$ cat src/rtl/rasterizer_mem_arbiter_if.sv
// Bus bundle for rasterizer_mem_arbiter: the three requester Avalon-MM
// slave ports (s_*) and the single downstream SDRAM master port (m_*).
// The "slave" modport is the arbiter's view; "master" is the environment's.
interface rasterizer_mem_arbiter_if #(
  parameter int unsigned ADDR_W = 26
);
  logic [3*ADDR_W-1:0] s_address;
  logic [2:0]          s_read;
  logic [2:0]          s_write;
  logic [11:0]         s_byteenable;
  logic [95:0]         s_writedata;
  logic [2:0]          s_waitrequest;
  logic [95:0]         s_readdata;
  logic [2:0]          s_readdatavalid;

  logic [ADDR_W-1:0]   m_address;
  logic                m_read;
  logic                m_write;
  logic [3:0]          m_byteenable;
  logic [31:0]         m_writedata;
  logic [31:0]         m_readdata;
  logic                m_readdatavalid;
  logic                m_waitrequest;

  modport slave (
    input  s_address, s_read, s_write, s_byteenable, s_writedata,
    output s_waitrequest, s_readdata, s_readdatavalid,
    output m_address, m_read, m_write, m_byteenable, m_writedata,
    input  m_readdata, m_readdatavalid, m_waitrequest
  );

  modport master (
    output s_address, s_read, s_write, s_byteenable, s_writedata,
    input  s_waitrequest, s_readdata, s_readdatavalid,
    input  m_address, m_read, m_write, m_byteenable, m_writedata,
    output m_readdata, m_readdatavalid, m_waitrequest
  );
endinterface

$ cat src/rtl/rasterizer_mem_arbiter.sv
// Three-way Avalon-MM arbiter for the rasterizer SDRAM port.
// One transfer at a time (IDLE/GRANT), read requester IDs tracked in a FIFO
// so returned words are steered back to their issuer.
// Optional macro ARB_FIXED_PRIORITY_EN: fixed priority 2 > 1 > 0 instead of
// round-robin.
module rasterizer_mem_arbiter #(
  parameter int unsigned ADDR_W      = 26,
  parameter int unsigned MAX_PENDING = 8
) (
  input  logic                         clock,
  input  logic                         reset,
  rasterizer_mem_arbiter_if.slave      bus,
  output logic [$clog2(MAX_PENDING):0] pending_count,
  output logic                         err_unexpected_rdv
);

  localparam int unsigned PW = $clog2(MAX_PENDING);

  typedef enum logic {S_IDLE, S_GRANT} state_t;

  state_t            state_q, state_d;
  logic [1:0]        grant_q, grant_d;
  logic [1:0]        fifo_q [MAX_PENDING];
  logic [PW-1:0]     wptr_q, rptr_q;
  logic [PW:0]       count_q;
  logic              err_q;

  logic              full, empty;
  logic [2:0]        elig;
  logic              pick_valid;
  logic [1:0]        pick;
  logic              sel_read, sel_write;
  logic [ADDR_W-1:0] sel_address;
  logic [3:0]        sel_be;
  logic [31:0]       sel_wdata;
  logic              m_read_c, m_write_c;
  logic [ADDR_W-1:0] m_address_c;
  logic [3:0]        m_be_c;
  logic [31:0]       m_wdata_c;
  logic [2:0]        s_wait_c;
  logic              push, pop;
  logic [1:0]        head;
  logic [2:0]        s_rdv_c;
  logic [95:0]       s_rdata_c;

  // FIFO status and per-requester eligibility (read+write counts as read)
  always_comb begin
    full  = (count_q == (PW+1)'(MAX_PENDING));
    empty = (count_q == '0);
    elig  = '0;
    for (int unsigned k = 0; k < 3; k++) begin
      elig[k] = bus.s_read[k] ? !full : bus.s_write[k];
    end
  end

  // Winner selection used when leaving IDLE
  always_comb begin
    pick_valid = 1'b0;
    pick       = '0;
`ifdef ARB_FIXED_PRIORITY_EN
    for (int unsigned k = 0; k < 3; k++) begin
      if (elig[k]) begin
        pick       = 2'(k);
        pick_valid = 1'b1;
      end
    end
`else
    for (int unsigned k = 0; k < 3; k++) begin
      int unsigned idx;
      idx = (32'(grant_q) + 1 + k) % 3;
      if (!pick_valid && elig[idx]) begin
        pick       = 2'(idx);
        pick_valid = 1'b1;
      end
    end
`endif
  end

  // Command mux from the currently granted requester
  always_comb begin
    sel_read    = 1'b0;
    sel_write   = 1'b0;
    sel_address = '0;
    sel_be      = '0;
    sel_wdata   = '0;
    for (int unsigned k = 0; k < 3; k++) begin
      if (grant_q == 2'(k)) begin
        sel_read    = bus.s_read[k];
        sel_write   = bus.s_write[k];
        sel_address = bus.s_address[k*ADDR_W +: ADDR_W];
        sel_be      = bus.s_byteenable[k*4 +: 4];
        sel_wdata   = bus.s_writedata[k*32 +: 32];
      end
    end
  end

  // FSM next state, downstream command and requester waitrequest
  always_comb begin
    state_d     = state_q;
    grant_d     = grant_q;
    m_read_c    = 1'b0;
    m_write_c   = 1'b0;
    m_address_c = '0;
    m_be_c      = '0;
    m_wdata_c   = '0;
    s_wait_c    = '1;
    push        = 1'b0;
    case (state_q)
      S_IDLE: begin
        if (pick_valid) begin
          grant_d = pick;
          state_d = S_GRANT;
        end
      end
      S_GRANT: begin
        m_read_c    = sel_read & !full;
        m_write_c   = sel_write & !sel_read;
        m_address_c = sel_address;
        m_be_c      = sel_be;
        m_wdata_c   = sel_wdata;
        for (int unsigned k = 0; k < 3; k++) begin
          if (grant_q == 2'(k)) s_wait_c[k] = bus.m_waitrequest;
        end
        // A dropped request abandons the grant without tracking anything
        if (!(m_read_c || m_write_c)) begin
          state_d = S_IDLE;
        end else if (!bus.m_waitrequest) begin
          state_d = S_IDLE;
          push    = m_read_c;
        end
      end
      default: state_d = S_IDLE;
    endcase
  end

  // Read-return steering: head of the ID FIFO selects the lane
  always_comb begin
    pop       = bus.m_readdatavalid & !empty;
    head      = fifo_q[rptr_q];
    s_rdv_c   = '0;
    s_rdata_c = '0;
    if (pop) begin
      for (int unsigned k = 0; k < 3; k++) begin
        if (head == 2'(k)) begin
          s_rdv_c[k]           = 1'b1;
          s_rdata_c[k*32 +: 32] = bus.m_readdata;
        end
      end
    end
  end

  assign bus.m_read          = m_read_c;
  assign bus.m_write         = m_write_c;
  assign bus.m_address       = m_address_c;
  assign bus.m_byteenable    = m_be_c;
  assign bus.m_writedata     = m_wdata_c;
  assign bus.s_waitrequest   = s_wait_c;
  assign bus.s_readdatavalid = s_rdv_c;
  assign bus.s_readdata      = s_rdata_c;
  assign pending_count       = count_q;
  assign err_unexpected_rdv  = err_q;

  // FSM state and grant history
  always_ff @(posedge clock or negedge reset) begin
    if (!reset) begin
      state_q <= S_IDLE;
      grant_q <= 2'd2;
    end else begin
      state_q <= state_d;
      grant_q <= grant_d;
    end
  end

  // Read-ID FIFO, occupancy and sticky unexpected-return flag
  always_ff @(posedge clock or negedge reset) begin
    if (!reset) begin
      fifo_q  <= '{default: '0};
      wptr_q  <= '0;
      rptr_q  <= '0;
      count_q <= '0;
      err_q   <= 1'b0;
    end else begin
      if (push) begin
        fifo_q[wptr_q] <= grant_q;
        wptr_q         <= wptr_q + 1'b1;
      end
      if (pop) rptr_q <= rptr_q + 1'b1;
      case ({push, pop})
        2'b10:   count_q <= count_q + 1'b1;
        2'b01:   count_q <= count_q - 1'b1;
        default: count_q <= count_q;
      endcase
      if (bus.m_readdatavalid && empty) err_q <= 1'b1;
    end
  end

endmodule

$ cat src/flat_wrapper.sv
// flat-port wrapper written by rule: the top's interface ports become plain ports
module rasterizer_mem_arbiter_flat 
#(
  parameter int unsigned ADDR_W      = 26,
  parameter int unsigned MAX_PENDING = 8
)
  (clock, reset, pending_count, err_unexpected_rdv, bus_s_address, bus_s_read, bus_s_write, bus_s_byteenable, bus_s_writedata, bus_s_waitrequest, bus_s_readdata, bus_s_readdatavalid, bus_m_address, bus_m_read, bus_m_write, bus_m_byteenable, bus_m_writedata, bus_m_readdata, bus_m_readdatavalid, bus_m_waitrequest);
  rasterizer_mem_arbiter_if #(.ADDR_W(ADDR_W)) bus_i ();
  input  logic clock;
  input  logic reset;
  output logic [$clog2(MAX_PENDING):0] pending_count;
  output logic err_unexpected_rdv;
  input wire logic [$bits(bus_i.s_address)-1:0] bus_s_address;
  input wire logic [$bits(bus_i.s_read)-1:0] bus_s_read;
  input wire logic [$bits(bus_i.s_write)-1:0] bus_s_write;
  input wire logic [$bits(bus_i.s_byteenable)-1:0] bus_s_byteenable;
  input wire logic [$bits(bus_i.s_writedata)-1:0] bus_s_writedata;
  output wire logic [$bits(bus_i.s_waitrequest)-1:0] bus_s_waitrequest;
  output wire logic [$bits(bus_i.s_readdata)-1:0] bus_s_readdata;
  output wire logic [$bits(bus_i.s_readdatavalid)-1:0] bus_s_readdatavalid;
  output wire logic [$bits(bus_i.m_address)-1:0] bus_m_address;
  output wire logic [$bits(bus_i.m_read)-1:0] bus_m_read;
  output wire logic [$bits(bus_i.m_write)-1:0] bus_m_write;
  output wire logic [$bits(bus_i.m_byteenable)-1:0] bus_m_byteenable;
  output wire logic [$bits(bus_i.m_writedata)-1:0] bus_m_writedata;
  input wire logic [$bits(bus_i.m_readdata)-1:0] bus_m_readdata;
  input wire logic [$bits(bus_i.m_readdatavalid)-1:0] bus_m_readdatavalid;
  input wire logic [$bits(bus_i.m_waitrequest)-1:0] bus_m_waitrequest;
  assign bus_i.s_address = bus_s_address;
  assign bus_i.s_read = bus_s_read;
  assign bus_i.s_write = bus_s_write;
  assign bus_i.s_byteenable = bus_s_byteenable;
  assign bus_i.s_writedata = bus_s_writedata;
  assign bus_s_waitrequest = bus_i.s_waitrequest;
  assign bus_s_readdata = bus_i.s_readdata;
  assign bus_s_readdatavalid = bus_i.s_readdatavalid;
  assign bus_m_address = bus_i.m_address;
  assign bus_m_read = bus_i.m_read;
  assign bus_m_write = bus_i.m_write;
  assign bus_m_byteenable = bus_i.m_byteenable;
  assign bus_m_writedata = bus_i.m_writedata;
  assign bus_i.m_readdata = bus_m_readdata;
  assign bus_i.m_readdatavalid = bus_m_readdatavalid;
  assign bus_i.m_waitrequest = bus_m_waitrequest;
  rasterizer_mem_arbiter #(.ADDR_W(ADDR_W), .MAX_PENDING(MAX_PENDING)) u_core (.clock(clock), .reset(reset), .bus(bus_i), .pending_count(pending_count), .err_unexpected_rdv(err_unexpected_rdv));
endmodule
$ cat config.mk
export PLATFORM = sky130hd
export DESIGN_NAME = rasterizer_mem_arbiter_flat
export DESIGN_NICKNAME = d
export VERILOG_FILES = /design/src/rtl/rasterizer_mem_arbiter_if.sv /design/src/rtl/rasterizer_mem_arbiter.sv /design/src/flat_wrapper.sv
export SDC_FILE = /design/constraint.sdc
export NUM_CORES = 1
export LEC_CHECK = 0
export ABC_AREA = 0
export BUFFER_PORTS_ARGS = -buffer_cell sky130_fd_sc_hd__buf_2
export CAP_MARGIN = 20
export CORE_AREA = 2 2 154 156
export CTS_CLUSTER_SIZE = 28
export DETAILED_ROUTE_END_ITERATION = 10
export DIE_AREA = 0 0 156 158
export SLEW_MARGIN = 5
export SYNTH_ARGS = -nofsm -noshare
export SYNTH_HDL_FRONTEND = slang
export SYNTH_SLANG_ARGS = --single-unit
$ cat constraint.sdc
create_clock -name clock -period 3.2 [get_ports clock]
set_input_delay 0.16 -clock clock [delete_from_list [all_inputs] [get_ports clock]]
set_output_delay 0.16 -clock clock [all_outputs]
set_load 0.005 [all_outputs]
# Word-level counts from Yosys, hierarchy flattened
# Index checks and enable logic that the tools add are counted.
[totals] reg_bits=30 in_bits=228
[classes] addsub=7 div=3 order_cmp=6 eq_ne=7 n_mux=61 n_bitwise=6 n_reduce_logical=15
[ops] cell="32-bit 2-to-1 mux" count=7
[ops] cell="26-bit 2-to-1 mux" count=4
[ops] cell="32-bit by 3-bit < comparator with 1-bit output (second input constant)" count=3
[ops] cell="32-bit by 2-bit modulo with 32-bit output (second input constant)" count=3
[ops] cell="96-bit 2-to-1 mux" count=1
[ops] cell="32-bit by 1-bit adder with 32-bit output (second input constant)" count=1
[ops] cell="32-bit by 2-bit adder with 32-bit output (second input constant)" count=1
[ops] cell="1-bit 2-to-1 mux" count=29
[ops] cell="16-bit bitwise mux" count=1
[ops] cell="4-bit 2-to-1 mux" count=4
[ops] cell="2-bit 2-to-1 mux" count=6
[ops] cell="4-bit >= comparator (second input constant)" count=2
[ops] cell="3-bit NOT with 4-bit output" count=2
[ops] cell="4-bit case mux with 2 select lines" count=1
[ops] cell="3-bit by 1-bit adder with 3-bit output (second input constant)" count=2
[ops] cell="1-bit binary-select mux with 2-bit select" count=3
[ops] cell="2-bit binary-select mux with 3-bit select" count=1
[ops] cell="2-bit demux with 3-bit select" count=1
[ops] cell="2-bit by 1-bit == test with 1-bit output (second input constant)" count=3
[ops] cell="2-bit == test (second input constant)" count=3
[ops] cell="3-bit 2-to-1 mux" count=2
[ops] cell="1-bit logical NOT" count=5
[ops] cell="4-bit by 1-bit adder with 4-bit output (second input constant)" count=1
[ops] cell="4-bit == test (second input constant)" count=1
[ops] cell="12 further kinds" count=18

# Logic depth before layout (Yosys ltp)
# Gate-level depths: netlist of the first run.
[depth] word_depth=14 ltp_mapped=15 mapped_depth_nobuf=13

# Worst setup path before layout of the first run
# OpenSTA, ideal clock, no wires.
[synth_path] path_type="reg-to-reg" startpoint="register u_core.grant_q[1]" endpoint="register u_core.count_q[2] (netlist: u_core.pending_count[2])" setup_time_ns=0.133 arrival_ns=2.672 t_required_ns=3.067 slack_ns=0.395 path_stages_with_launch=15 path_buffers=1 path_cell_list="dfstp_2 inv_1 ha_1 nor2b_2 buf_4 a22o_4 o211a_4 nand2_4 ha_1 xor2_1 ha_1 a21oi_1 xor2_1 nor2_1 xor2_1"
[synth_between] elab_chain_cells=11 word_cells_on_any_way=20
[synth_lines] element="from (decl)" line="rasterizer_mem_arbiter.sv:22" text="logic [1:0] grant_q, grant_d;"
[synth_lines] element="from (signal assigned)" line="rasterizer_mem_arbiter.sv:170" text="grant_q <= grant_d;"
[synth_lines] element="2-bit logical NOT" line="rasterizer_mem_arbiter.sv:87" text="if (grant_q == 2'(k)) begin"
[synth_lines] element="1-bit 2-to-1 mux (3 in a row)" line="rasterizer_mem_arbiter.sv:87"
[synth_lines] element="1-bit logical NOT" line="rasterizer_mem_arbiter.sv:117" text="m_write_c = sel_write & !sel_read;"
[synth_lines] element="1-bit bitwise AND" line="rasterizer_mem_arbiter.sv:117"
[synth_lines] element="1-bit logical OR" line="rasterizer_mem_arbiter.sv:125" text="if (!(m_read_c || m_write_c)) begin"
[synth_lines] element="1-bit 2-to-1 mux (*)" line="rasterizer_mem_arbiter.sv:125"
[synth_lines] element="1-bit 2-to-1 mux (*)" line="rasterizer_mem_arbiter.sv:108" text="case (state_q)"
[synth_lines] element="2-bit by 1-bit == test with 1-bit output / 2-bit == test (equally long branches)" line="rasterizer_mem_arbiter.sv:188" text="case ({push, pop})"
[synth_lines] element="4-bit case mux with 2 select lines / 2-bit nonzero test (equally long branches)"
[synth_lines] element="to (signal assigned)" line="rasterizer_mem_arbiter.sv:189" text="2'b10: count_q <= count_q + 1'b1;"
[synth_lines] element="to (signal assigned)" line="rasterizer_mem_arbiter.sv:190" text="2'b01: count_q <= count_q - 1'b1;"
[synth_lines] element="to (signal assigned)" line="rasterizer_mem_arbiter.sv:191" text="default: count_q <= count_q;"
[synth_lines] element="to (decl)" line="rasterizer_mem_arbiter.sv:25" text="logic [PW:0] count_q;"
# Mark *: on every way between the ends. The rest lies on a longest branch, timed or not.
# A chain may end at the register's enable or synchronous reset.

# Final worst setup path of the first run
[layout_path] startpoint="register u_core.grant_q[1]" endpoint="output port bus_m_read"
[layout_between] elab_chain_cells=6 word_cells_on_any_way=8
[layout_lines] element="2-bit logical NOT" line="rasterizer_mem_arbiter.sv:87"
[layout_lines] element="1-bit 2-to-1 mux (2 in a row)" line="rasterizer_mem_arbiter.sv:87"
[layout_lines] element="1-bit 2-to-1 mux (*)" line="rasterizer_mem_arbiter.sv:87"
[layout_lines] element="1-bit bitwise AND (*)" line="rasterizer_mem_arbiter.sv:116" text="m_read_c = sel_read & !full;"
[layout_lines] element="1-bit 2-to-1 mux (*)" line="rasterizer_mem_arbiter.sv:108"
[layout_lines] element="to (decl)" line="flat_wrapper.sv:22" text="output wire logic [$bits(bus_i.m_read)-1:0] bus_m_read;"
# Marks and branches as above.

==> results of run 1 <==
cells in the mapped netlist, types with 4 or more instances:
| cell type | n | share of area [%] |
|---|---|---|
| nor2_1 | 138 | 13 |
| and2_1 | 96 | 15 |
| a21oi_1 | 72 | 9.2 |
| a22oi_1 | 63 | 12 |
| clkbuf_1 | 40 | 3.8 |
| dfrtp_1 | 29 | 19 |
| nand2_1 | 17 | 1.6 |
| mux2_2 | 14 | 4.0 |
| ha_1 | 10 | 3.2 |
| inv_1 | 8 | 0.77 |
| o21ai_0 | 7 | 0.90 |
| buf_2 | 6 | 0.77 |
| nor3_1 | 5 | 0.64 |
| xor2_1 | 5 | 1.1 |
| mux4_2 | 4 | 2.3 |
| xnor2_1 | 4 | 0.90 |
registers in the layout, summed over array words and instances, names as in the netlist:
signal	count
u_core.wptr_q	3
u_core.err_unexpected_rdv	1
u_core.grant_q	2
u_core.state_q	1
u_core.rptr_q	3
u_core.fifo_q	16
u_core.pending_count	4
per-layer routing:
metal / vias up / GRT usage, %
met2: 328 / 25.7
met4: 0 / 4.54
met3: 18 / 3.31
li1: 2700 / -
met5: - / 0
met1: 2496 / 16.2
how the worst max path moves through the flow:
stage / slack, ns / to / cells past startpoint / start
floorplan: 0.39 / u_core.pending_count[2]$_DFFE_PN0P_ / 14 / u_core.grant_q[1]$_DFFE_PN1P_
global placement: 0.46 / u_core.pending_count[2]$_DFFE_PN0P_ / 13 / u_core.grant_q[1]$_DFFE_PN1P_
detailed placement: 0.47 / u_core.pending_count[2]$_DFFE_PN0P_ / 13 / u_core.grant_q[1]$_DFFE_PN1P_
CTS: 0.36 / bus_m_read / 6 / u_core.grant_q[1]$_DFFE_PN1P_
global route: 0.12 / bus_m_read / 6 / u_core.grant_q[1]$_DFFE_PN1P_
finish: 0.38 / bus_m_read / 6 / u_core.grant_q[1]$_DFFE_PN1P_
cell type report:
type / instances / area, um^2
Fill cell: 2572 / 16700
Multi-Input combinational cell: 479 / 2930
Timing Repair Buffer: 410 / 2080
Sequential cell: 30 / 752
Tap cell: 290 / 363
Clock buffer: 7 / 143
Clock inverter: 1 / 30.0
Inverter: 8 / 30.0
Antenna cell: 1 / 2.50
timing repair:
item                                    4_1_cts  5_1_grt
gates resized for setup                       0        0
hold buffers                                  1        0
endpoints found under the setup margin        0        0
hold endpoints to repair                     29        0
critical path: cells and delay by family (launching register included):
| kind | cells | cell delay [ns] |
|---|---|---|
| AOI/OAI and AO/OA | 1 | 0.32 |
| adders and majority gates | 1 | 0.17 |
| buffers and inverters | 3 | 1.03 |
| DFF | 1 | 0.52 |
| and+or+nand+nor | 1 | 0.32 |
through the flow:
stage                     instance area (um^2)  worst slack [ns]  hold WS [ns]  power [uW]
after floorplan                           3910             0.395        -0.136        3160
after global placement                    6150             0.461         0.234        4600
after detailed placement                  6150             0.474         0.239        4620
after CTS                                 6330             0.360         0.103        5190
after global routing                      6340             0.123         0.115        5710
final                                     6340             0.380         0.110        5170
power groups by stage:
stage	Sequential, uW	Clock (uW)	Combinational, uW
floorplan	670	0	2490
global placement	752	0	3840
detailed placement	755	0	3860
CTS	751	558	3880
global route	786	578	4340
finish	755	549	3870
cells by family (layout without fill, tap and decap cells):
family,count (synthesis),count (layout),synth area share (%)
XOR/XNOR,9,9,2.02
buffers and inverters,59,426,6.15
flip-flops,30,30,19.3
AND/OR/NAND/NOR,279,279,35.9
AO/OA/AOI/OAI,161,161,26.4
other,0,1,0
multiplexers,20,20,7.11
adder cells (fa/ha/maj),10,10,3.20
==> results_dict.tcl, run 1 <==
set metrics [dict create \
    cts_setup_buffers 0 \
    drc 0 \
    hold_viol 0 \
    wl_mm 19.4 \
    ant_nets 0 \
    drv_slew 0 \
    setup_viol_count_final 0 \
    vias 5542 \
    required_ns 3.04 \
    final_layout_size_suffix_gt1_share_pct 47.8 \
    setup_tns_ns 0 \
    hp-start "bus_m_readdatavalid" \
    globalplace.congestion 0.846 \
    io_buffers 398 \
    power_frac_seq_pct 14.6 \
    fin_crit_ns 2.82 \
    fmax_mhz 355 \
    start_kind "flip-flop" \
    core-area_mm2 0.0231 \
    wl_met3_mm 2.01 \
    grt_overflow_total 0 \
    wl_per_cell_um 15.8 \
    switchingPower_uw 2580 \
    combPwrFrac_pct 74.8 \
    worst-r2r-cell-count 13 \
    yosys_warnings 0 \
    slowest_delay_ns 0.62 \
    viasPerCell 4.52 \
    regToRegSetupSlack_ns 0.45 \
    fin_util_pct 27.5 \
    fin_cells 1226 \
    p_int_uw 2590 \
    grt_pass1_wl_mm 26.6 \
    synth-seq-area-share_pct 19.3 \
    clock-root-buffer "clkbuf_16" \
    dieHeight_um 158 \
    path_max_fanout 95 \
    grt_use_total_pct 14.1 \
    syn_inst 568 \
    initialDrtViolationCount 405 \
    rsz0062_at_grt "false" \
    synth_flop_cell "dfrtp_1" \
    max_slew_margin_pct 42.5 \
    status "completed" \
    r2r_start "u_core.grant_q[1]$_DFFE_PN1P_" \
    cts_made_buffers 5 \
    clkTransAtPathRegs_ns 0.05 \
    fp.dieW_um 156 \
    layout_common_cells "398 x buf_2, 138 x nor2_1, 96 x and2_1, 72 x a21oi_1, 63 x a22oi_1" \
    synth-edff-count 0 \
    clk_latency_ns 0.28 \
    syn-cell-area_mm2 0.00390 \
    initial_core_util_pct 16.9 \
    clock_power_share_pct 10.6 \
    drv_cap 0 \
    die-area_mm2 0.0246 \
    skew_ns 0.00380 \
    wl_met2_mm 9.85 \
    min_to "u_core.err_unexpected_rdv$_DFFE_PN0P_" \
    grt_max_degree 96 \
    syn_nets 806 \
    antenna_found_initial 2 \
    worst_pin_slew_ns 0.863 \
    cp_slowest_cell "buf_4" \
    fin_nets 1172 \
    htreeDepth 2 \
    areaGrowthSynthToFinish_pct 62.3 \
    cp_common_cell "buf_4" \
    r2r_end "u_core.pending_count[2]$_DFFE_PN0P_" \
    critPathKind "flip-flop to output pin" \
    dr.pass1.iters 5 \
    holdPathStages 2 \
    top_layer_used "met4" \
    boundaryPins 399 \
    ir_drop_v 0.000477 \
    grt_pass1_vias 4770 \
    num_rows 56 \
    leakagePower_uw 0.00353 \
    path_cells "buf_4 -> ha_4 -> buf_4 -> o21ai_0 -> nor3_1 -> buf_2" \
    fin_crit_sh_pct 88.1 \
    dp_hpwl_mm 16.1 \
    wl_met1_mm 7.00 \
    cp.arrival_ns 2.66 \
    ys_ff_latch 30 \
    dp.cells 1216 \
    end_kind "output pin" \
    cts_tree "built" \
    cts_buffer_depth 2 \
    hold_path.class "input port to flip-flop" \
    powerDensity_mw_per_mm2 816 \
    clock_sinks 30 \
    ys_async_sr_fraction_pct 100 \
    final_common_cell "buf_2" \
    avgSynthCellArea_um2 6.87 \
    ys_types 49 \
    swShare_pct 49.8 \
]
Power figures use the tool's default switching activity.
==> run 2: changes to the inputs <==
- BUFFER_PORTS_ARGS: -buffer_cell sky130_fd_sc_hd__buf_2 -> default
- CORE_AREA: 2 2 154 156 -> 2 2 156 158
- DIE_AREA: 0 0 156 158 -> 0 0 158 160
- DONT_BUFFER_PORTS: default -> 1
==> run 2 against run 1 <==
Clock skew hardly changed. Sequential cell count did not move. Power is 16% lower. Clock power fell by 14%. Design area decreased by 31%. Utilization fell by 9.1 points. Sequential share of layout area increased by 5.3 points. Via count is 24% lower. Critical endpoint is now u_core.pending_count[2]$_DFFE_PN0P_.
==> results_dict.tcl, run 2 (same netlist as run 1, synthesis figures left out) <==
set metrics [dict create \
    status "completed" \
    swShare_pct 54.6 \
    nFillCells 2736 \
    drv_cap 0 \
    fin_nets 774 \
    worst_pin_slew_ns 0.682 \
    wl_per_cell_um 19.4 \
    clock_power_share_pct 10.8 \
    clk_latency_ns 0.27 \
    globalplace.congestion 0.867 \
    final_layout_size_suffix_gt1_share_pct 9.87 \
    die-area_mm2 0.0253 \
    initial_core_util_pct 16.4 \
    dieHeight_um 160 \
    max_slew_margin_pct 53.9 \
    drv_slew 0 \
    fin_crit_ns 2.97 \
    leakagePower_uw 0.00175 \
    setup_tns_ns 0 \
    start_kind "flip-flop" \
    dp_hpwl_mm 13.9 \
    vias 4195 \
    viasPerCell 4.87 \
    switchingPower_uw 2380 \
    antenna_found_initial 1 \
    boundaryPins 399 \
    hold_viol 0 \
    end_kind "flip-flop" \
    grt_max_degree 74 \
    cp.arrival_ns 3.12 \
    fmax_mhz 336 \
    required_ns 3.34 \
    skew_ns 0.00406 \
    areaGrowthSynthToFinish_pct 12.4 \
    grt_pass1_vias 3624 \
    ir_drop_v 0.000395 \
    regMostFlops "u_core.fifo_q" \
    critPathKind "flip-flop to flip-flop" \
    grt_overflow_total 0 \
    num_rows 57 \
    ant_nets 0 \
    combPwrFrac_pct 71.0 \
    cts_tree "built" \
    fin_crit_sh_pct 92.9 \
    setup_viol_count_final 0 \
    cts_made_buffers 5 \
    initialDrtViolationCount 240 \
    power_frac_seq_pct 18.2 \
    core-area_mm2 0.0238 \
    clock_sinks 30 \
    largest_reg_flops 16 \
    path_max_fanout 11 \
    hold_path.class "input port to flip-flop" \
    grt_use_total_pct 11.6 \
    p_int_uw 1980 \
    layout_common_cells "135 x nor2_1, 96 x and2_1, 72 x a21oi_1, 63 x a22oi_1, 29 x dfrtp_1" \
    fin_util_pct 18.4 \
    dr.pass1.iters 5 \
    cts_setup_buffers 0 \
    powerDensity_mw_per_mm2 993 \
    grt_pass1_wl_mm 21.8 \
    final_common_cell "nor2_1" \
    io_buffers 0 \
    wl_mm 16.7 \
    clock-root-buffer "clkbuf_16" \
    cts_buffer_depth 2 \
    drc 0 \
    htreeDepth 2 \
    rsz0062_at_grt "false" \
    clkTransAtPathRegs_ns 0.05 \
    fp.dieW_um 158 \
]
-- run 2: stage by stage --
| stage | hold slack (ns) | power (uW) | setup slack [ns] | instances | cell area (um^2) |
|---|---|---|---|---|---|
| 2_1_floorplan | -0.136 | 3160 | 0.395 | 568 | 3910 |
| 3_3_place_gp | -0.135 | 3800 | 0.333 | 851 | 4200 |
| 3_5_place_dp | -0.135 | 3860 | 0.269 | 851 | 4200 |
| 4_1_cts | 0.000792 | 4360 | 0.192 | 861 | 4380 |
| 5_1_grt | 0.00140 | 4780 | 0.0244 | 862 | 4390 |
| 6_report | 0.00548 | 4360 | 0.227 | 862 | 4390 |
-- run 2: per-layer routing --
layer | global-route usage [%] | routed length [um] | vias up
met2 | 22.6 | 8640 | 330
li1 | - | - | 1902
met4 | 2.95 | 328 | 0
met1 | 12.2 | 6190 | 1942
met5 | 0 | 0 | -
met3 | 2.90 | 1580 | 21
-- run 2: power by group through the flow --
| stage | registers, uW | logic [uW] | clock network (uW) |
|---|---|---|---|
| finish | 794 | 3100 | 470 |
| global route | 822 | 3450 | 510 |
| CTS | 790 | 3090 | 483 |
| detailed placement | 792 | 3070 | 0 |
| global placement | 782 | 3020 | 0 |
| floorplan | 670 | 2490 | 0 |
-- run 2: worst max-delay path: stages (launching register included) --
cell and delay (ns):
dfstp_2 0.66, inv_1 0.14, ha_1 0.24, nor2b_4 0.14, a22o_4 0.22, o211a_4 0.25
nand2_4 0.12, ha_1 0.26, xor2_1 0.10, ha_1 0.19, a21oi_1 0.16, xor2_1 0.16
nor2_1 0.07, xor2_1 0.14
-- run 2: worst paths after layout --
path / cells past startpoint / end / from / slack, ns
max: 13 / u_core.pending_count[2]$_DFFE_PN0P_ / u_core.grant_q[1]$_DFFE_PN1P_ / 0.23
min: 1 / u_core.err_unexpected_rdv$_DFFE_PN0P_ / bus_m_readdatavalid / 0.005
max reg2reg: 13 / u_core.pending_count[2]$_DFFE_PN0P_ / u_core.grant_q[1]$_DFFE_PN1P_ / 0.23
min reg2reg: 1 / u_core.err_unexpected_rdv$_DFFE_PN0P_ / u_core.err_unexpected_rdv$_DFFE_PN0P_ / 0.49
max in group asynchronous: 2 / u_core.grant_q[1]$_DFFE_PN1P_ / reset / 2.59
min in group asynchronous: 2 / u_core.fifo_q[1]$_DFFE_PN0P_ / reset / 0.38
-- run 2: layout make-up --
| cell class | instances | area [um^2] | share of cell area, % |
|---|---|---|---|
| diodes | 1 | 2.50 | 0.0570 |
| flip-flops and latches | 30 | 752 | 17.1 |
| multi-input cells | 479 | 2940 | 67.0 |
| well taps | 324 | 405 | 9.23 |
| inverters | 8 | 30.0 | 0.684 |
| clock inverters | 2 | 12.5 | 0.285 |
| clock buffers | 6 | 139 | 3.16 |
| repair buffers | 12 | 109 | 2.48 |
-- run 2: timing repair --
item                       CTS  global route
hold endpoints to repair    30             0
gates resized for setup      0             1
setup endpoints to repair    0             8
hold buffers                 2             0
